$ cat config.mk
export PLATFORM = sky130hd
export DESIGN_NAME = ysyx_23060191_ctrl
export DESIGN_NICKNAME = d
export VERILOG_FILES = /design/src/rtl/ysyx_23060191_ctrl.sv
export SDC_FILE = /design/constraint.sdc
export NUM_CORES = 1
export LEC_CHECK = 0
export BUFFER_PORTS_ARGS = -buffer_cell sky130_fd_sc_hd__buf_2
export CAP_MARGIN = 20
export CORE_UTILIZATION = 35
export CTS_CLUSTER_SIZE = 30
export DETAILED_ROUTE_END_ITERATION = 7
export PLACE_DENSITY = 0.63
export RECOVER_POWER = 25
export SKIP_CTS_REPAIR_TIMING = 1
export SLEW_MARGIN = 15
export SYNTH_ARGS = -nofsm -noshare
export SYNTH_HDL_FRONTEND = slang
export SYNTH_SLANG_ARGS = --single-unit
$ cat constraint.sdc
create_clock -name clk -period 3.6 [get_ports clk]
set_clock_uncertainty 0.05 [all_clocks]
set_input_delay 0.18 -clock clk [delete_from_list [all_inputs] [get_ports clk]]
set_output_delay 0.18 -clock clk [all_outputs]
set_load 0.05 [all_outputs]
$ cat src/rtl/ysyx_23060191_ctrl.sv
// Multi-cycle sequencing controller for the NPC core: walks each instruction through
// fetch/decode/execute/memory/writeback, gates GPR/PC strobes, counts cycles and retires.
module ysyx_23060191_ctrl #(
  parameter int LSU_OPT_WIDTH = 4,
  parameter int CNT_WIDTH     = 64,
  parameter int TIMEOUT       = 255
) (
  input  logic                     clk,
  input  logic                     rst_n,
  output logic                     ifu_req_valid,
  input  logic                     ifu_rsp_valid,
  output logic                     inst_we,
  input  logic                     dec_wr_en_rd,
  input  logic [LSU_OPT_WIDTH-1:0] dec_lsu_opt_code,
  input  logic                     dec_ebreak,
  output logic                     lsu_req_valid,
  input  logic                     lsu_rsp_valid,
  output logic                     gpr_we,
  output logic                     pc_we,
  output logic                     halt,
  output logic                     bus_err,
  output logic [CNT_WIDTH-1:0]     cycle_cnt,
  output logic [CNT_WIDTH-1:0]     instret_cnt,
  output logic [2:0]               state_o
);

  localparam logic [2:0] ST_FETCH  = 3'd0;
  localparam logic [2:0] ST_DECODE = 3'd1;
  localparam logic [2:0] ST_EXEC   = 3'd2;
  localparam logic [2:0] ST_MEM    = 3'd3;
  localparam logic [2:0] ST_WB     = 3'd4;
  localparam logic [2:0] ST_HALT   = 3'd5;

  localparam logic [15:0] TIMEOUT_LAST = 16'(TIMEOUT - 1);

  logic [2:0]           state;
  logic [2:0]           next_state;
  logic [15:0]          wait_cnt;
  logic                 rsp_seen;
  logic                 waiting;
  logic                 timeout_hit;
  logic                 retire;
  logic                 bus_err_q;
  logic [CNT_WIDTH-1:0] cycle_q;
  logic [CNT_WIDTH-1:0] instret_q;

  // Each response is only meaningful in the state that waits for it.
  always_comb begin
    waiting  = 1'b0;
    rsp_seen = 1'b0;
    case (state)
      ST_FETCH: begin
        waiting  = 1'b1;
        rsp_seen = ifu_rsp_valid;
      end
      ST_MEM: begin
        waiting  = 1'b1;
        rsp_seen = lsu_rsp_valid;
      end
      default: begin
        waiting  = 1'b0;
        rsp_seen = 1'b0;
      end
    endcase
  end

  assign timeout_hit = waiting && !rsp_seen && (wait_cnt == TIMEOUT_LAST);
  assign retire      = (state == ST_WB) || ((state == ST_EXEC) && dec_ebreak);

  // State register.
  always_ff @(posedge clk) begin
    if (!rst_n) begin
      state <= ST_FETCH;
    end else begin
      state <= next_state;
    end
  end

  // Next-state selection; a response arriving on the timeout cycle still wins.
  always_comb begin
    next_state = ST_FETCH;
    case (state)
      ST_FETCH: begin
        if (ifu_rsp_valid) begin
          next_state = ST_DECODE;
        end else if (timeout_hit) begin
          next_state = ST_HALT;
        end else begin
          next_state = ST_FETCH;
        end
      end
      ST_DECODE: next_state = ST_EXEC;
      ST_EXEC: begin
        if (dec_ebreak) begin
          next_state = ST_HALT;
        end else if (dec_lsu_opt_code != '0) begin
          next_state = ST_MEM;
        end else begin
          next_state = ST_WB;
        end
      end
      ST_MEM: begin
        if (lsu_rsp_valid) begin
          next_state = ST_WB;
        end else if (timeout_hit) begin
          next_state = ST_HALT;
        end else begin
          next_state = ST_MEM;
        end
      end
      ST_WB:   next_state = ST_FETCH;
      ST_HALT: next_state = ST_HALT;
      default: next_state = ST_FETCH;
    endcase
  end

  // Output decode; requests depend on state only, strobes fire only in WB.
  always_comb begin
    ifu_req_valid = 1'b0;
    inst_we       = 1'b0;
    lsu_req_valid = 1'b0;
    gpr_we        = 1'b0;
    pc_we         = 1'b0;
    halt          = 1'b0;
    case (state)
      ST_FETCH: begin
        ifu_req_valid = 1'b1;
        inst_we       = ifu_rsp_valid;
      end
      ST_MEM: lsu_req_valid = 1'b1;
      ST_WB: begin
        gpr_we = dec_wr_en_rd;
        pc_we  = 1'b1;
      end
      ST_HALT: halt = 1'b1;
      default: begin
        ifu_req_valid = 1'b0;
        lsu_req_valid = 1'b0;
      end
    endcase
  end

  // Wait counter restarts on every state change, so entry into FETCH/MEM starts at zero.
  always_ff @(posedge clk) begin
    if (!rst_n) begin
      wait_cnt <= 16'd0;
    end else if (next_state != state) begin
      wait_cnt <= 16'd0;
    end else if (waiting) begin
      wait_cnt <= wait_cnt + 16'd1;
    end else begin
      wait_cnt <= wait_cnt;
    end
  end

  // Performance counters freeze once halted.
  always_ff @(posedge clk) begin
    if (!rst_n) begin
      cycle_q   <= '0;
      instret_q <= '0;
    end else if (state != ST_HALT) begin
      cycle_q   <= cycle_q + CNT_WIDTH'(1);
      instret_q <= instret_q + (retire ? CNT_WIDTH'(1) : CNT_WIDTH'(0));
    end else begin
      cycle_q   <= cycle_q;
      instret_q <= instret_q;
    end
  end

  // Sticky bus error flag, set only by a timeout-induced halt.
  always_ff @(posedge clk) begin
    if (!rst_n) begin
      bus_err_q <= 1'b0;
    end else begin
      bus_err_q <= bus_err_q | timeout_hit;
    end
  end

  assign bus_err     = bus_err_q;
  assign cycle_cnt   = cycle_q;
  assign instret_cnt = instret_q;
  assign state_o     = state;

endmodule

==> impl_metrics.env <==
export IMPL_power_density_nw_per_um2=415
export IMPL_diodes=0
export IMPL_finalSetupTns_ns=0
export IMPL_place_area_um2=8120
export IMPL_fin_crit_sh_pct=90.7
export IMPL_yosys_area_top_type="dfxtp_1"
export IMPL_grt_max_degree=67
export IMPL_ant_nets=0
export IMPL_period_minus_slack_ns=3.27
export IMPL_rrSetupSlack_ns=0.33
export IMPL_vias_per_cell=5.36
export IMPL_area_growth_synth_to_final_pct=21.4
export IMPL_hpwlAfterDp_um=13000
export IMPL_async_reset_ff_share_pct=0
export IMPL_synth_top_cells_by_area="dfxtp_1, a21oi_1, nor2_1"
export IMPL_yosysWarnings=0
export IMPL_peakVddDrop_mv=0.311
export IMPL_synth_compound_area_share_pct=14.5
export IMPL_cts_inserted_buffers=17
export IMPL_synth_commonest_cells="dfxtp_1, nor2_1, a21oi_1"
export IMPL_grt_pass1_vias=6154
export IMPL_die_y_um=144
export IMPL_yosysMostFrequentCell="dfxtp_1"
export IMPL_critPathRequiredTime_ns=3.89
export IMPL_antenna_found_initial=0
export IMPL_synth_cell_types=48
export IMPL_fp_coreArea_um2=19700
export IMPL_design_area_um2=8600
export IMPL_yosys_area_share_simple_pct=31.8
export IMPL_rsz0062_at_grt="no"
export IMPL_p_leak_nw=2.87
export IMPL_die_area_um2=20800
export IMPL_drc=0
export IMPL_whs_ns=0.0905
export IMPL_gr_total_overflow=0
export IMPL_critPathArrivalTime_ns=3.56
export IMPL_synth_area_um2=7080
export IMPL_wl_per_cell_um=14.5
export IMPL_drt_wl_total_um=18800
export IMPL_end_kind="flop"
export IMPL_synth_top_family_by_area="simple AND/OR/NAND/NOR gates"
export IMPL_holdPathEnd="state_o[1]"
export IMPL_combPwrFrac_pct=4.9
export IMPL_fmax_mhz=306
export IMPL_htree_levels=4
export IMPL_drive_above_1_share_pct=13.0
export IMPL_slowest_stage="or4_1"
export IMPL_portBuffers=147
export IMPL_clkTransAtPathRegs_ns=0.06
export IMPL_r2r_start="state_o[1]"
export IMPL_path_max_fanout=13
export IMPL_outcome="complete, no violations"
export IMPL_syn_avg_cell_area_um2=8.11
export IMPL_setup_viol=0
export IMPL_finalNetCount=1028
export IMPL_synth_top_area_share_pct=41.8
export IMPL_grt_pass1_wl_um=30600
export IMPL_synthXorXnorAreaFrac_pct=7.29
export IMPL_p_seq_share_pct=46.7
export IMPL_rows=51
export IMPL_hold_viol=0
export IMPL_p_clk_share_pct=48.4
export IMPL_grt_total_usage_pct=18.4
export IMPL_muxShareOfSynthArea_pct=0.141
export IMPL_fin_total_pwr_w=0.00357
export IMPL_cts_tree="done"
export IMPL_ys_ff_latch=148
export IMPL_crit_path_start_kind="flop"
export IMPL_worst_r2r_path_depth=10
export IMPL_fillers=2077
export IMPL_p_sw_w=0.000856
export IMPL_tightestPinTransition_ns=1.02
export IMPL_start_util_pct=36.0
export IMPL_synth_edf_count=0
export IMPL_crit_type="reg2reg"
export IMPL_switching_share_pct=24.0
export IMPL_clk_latency_ns=0.42
export IMPL_cts_root_buf="clkbuf_16"
export IMPL_hp_start="lsu_rsp_valid"
export IMPL_slew_violations=0
export IMPL_cp_cell_sequence="nor2b_1 > a21oi_1 > nor2_1 > ha_1 > ha_1 > nand4_1 > nor2_1 > nand3_1 > or4_1 > a21oi_1"
export IMPL_ys_seq_area_share_pct=41.8
export IMPL_p_int_w=0.00271
export IMPL_min_path_cells=3
export IMPL_clock_sinks=148
export IMPL_die_x_um=144
export IMPL_clockBufferDepth=2
export IMPL_hp_class="in2reg"
export IMPL_critical_path_max_stage_delay_ns=0.63
export IMPL_io_pins=148
export IMPL_netlist_instances=873
export IMPL_dr_pass1_iters=5
export IMPL_max_slew_margin_rel_pct=31.1
export IMPL_gp_congestion=0.838
export IMPL_synth_fp_nets=888
export IMPL_dr_total_vias=6925
export IMPL_cap_violations=0
export IMPL_synthAdderAreaFrac_pct=0.883
export IMPL_yosys_most_used_dff="dfxtp_1"
export IMPL_r2r_end="instret_cnt[38]"
export IMPL_drt_initial_drc_count=372
==> layout make-up <==
| class | instances | area, µm² | area share (%) |
|---|---|---|---|
| Clock buffer | 19 | 433 | 5.04 |
| Clock inverter | 13 | 135 | 1.57 |
| Inverter | 23 | 88.8 | 1.03 |
| Multi-Input combinational cell | 659 | 3870 | 45.0 |
| Sequential cell | 148 | 2960 | 34.5 |
| Tap cell | 265 | 332 | 3.86 |
| Timing Repair Buffer | 164 | 774 | 9.01 |
==> registers in the layout, indices dropped and copies added, names as in the netlist <==
signal,flops
instret_cnt,64
cycle_cnt,64
state_o,3
wait_cnt,16
bus_err,1
==> cells by family (layout without fill, tap and decap cells) <==
group,after synthesis,after routing
compound gates,178,178
xor+xnor,59,59
fa+ha+maj,5,5
flops,148,148
simple gates,416,416
mux,1,1
buf+inv,66,219
==> stage by stage <==
| stage | util, % | setup WS [ns] | cells |
|---|---|---|---|
| CTS | 44.2 | 0.341 | 1291 |
| global placement | 41.3 | 0.528 | 1259 |
| detailed placement | 41.3 | 0.418 | 1259 |
| global route | 43.7 | 0.0361 | 1291 |
| finish | 43.7 | 0.334 | 1291 |
| floorplan | - | 0.307 | 873 |
==> power by group through the flow <==
stage | sequential, W | clock (W) | combinational [W]
after global placement | 0.00170 | 0 | 0.000178
after CTS | 0.00167 | 0.00177 | 0.000178
final | 0.00167 | 0.00173 | 0.000176
after global routing | 0.00167 | 0.00184 | 0.000190
after detailed placement | 0.00170 | 0 | 0.000178
after floorplan | 0.00173 | 0 | 0.000104
==> per-layer routing <==
metal | vias up | share of wire [%] | wire length (µm) | GRT usage [%]
li1 | 3497 | - | - | -
met5 | - | 0 | 0 | 0
met2 | 175 | 45 | 8460 | 28.9
met1 | 3239 | 48 | 8930 | 24.6
met4 | 0 | 1.2 | 221 | 5.48
met3 | 14 | 6.2 | 1160 | 5.03
==> layout by cell type (no fill, tap or decap), drive strengths merged, types with 4 or more instances in the layout <==
cell,count
nor4,17
nand4,42
and2,9
nand3,48
inv,24
dfxtp,148
nand2,71
clkbuf,90
o21ai,44
a21oi,84
or3,39
o31ai,37
and3,15
and4,13
ha,5
nor2,87
xnor2,24
nor3,14
buf,93
or4,43
nand2b,4
xor2,35
clkinv,8
==> how the worst max path moves through the flow <==
stage | startpoint | endpoint | slack [ns]
4_1_cts | state_o[1] | instret_cnt[38] | 0.34
3_5_place_dp | state_o[1] | instret_cnt[42] | 0.42
2_1_floorplan | state_o[1] | instret_cnt[62] | 0.31
5_1_grt | state_o[1] | instret_cnt[38] | 0.04
3_3_place_gp | state_o[1] | instret_cnt[42] | 0.53
6_report | state_o[1] | instret_cnt[38] | 0.33
==> worst max-delay path, delay by kind of cell (launching register included) <==
family                   cells  cell delay (ns)
AO/OA/AOI/OAI                2             0.26
adder cells (fa/ha/maj)      2             0.38
flip-flops                   1             0.51
AND/OR/NAND/NOR              6             1.99
Note: power is estimated with default switching activity, not from simulation.
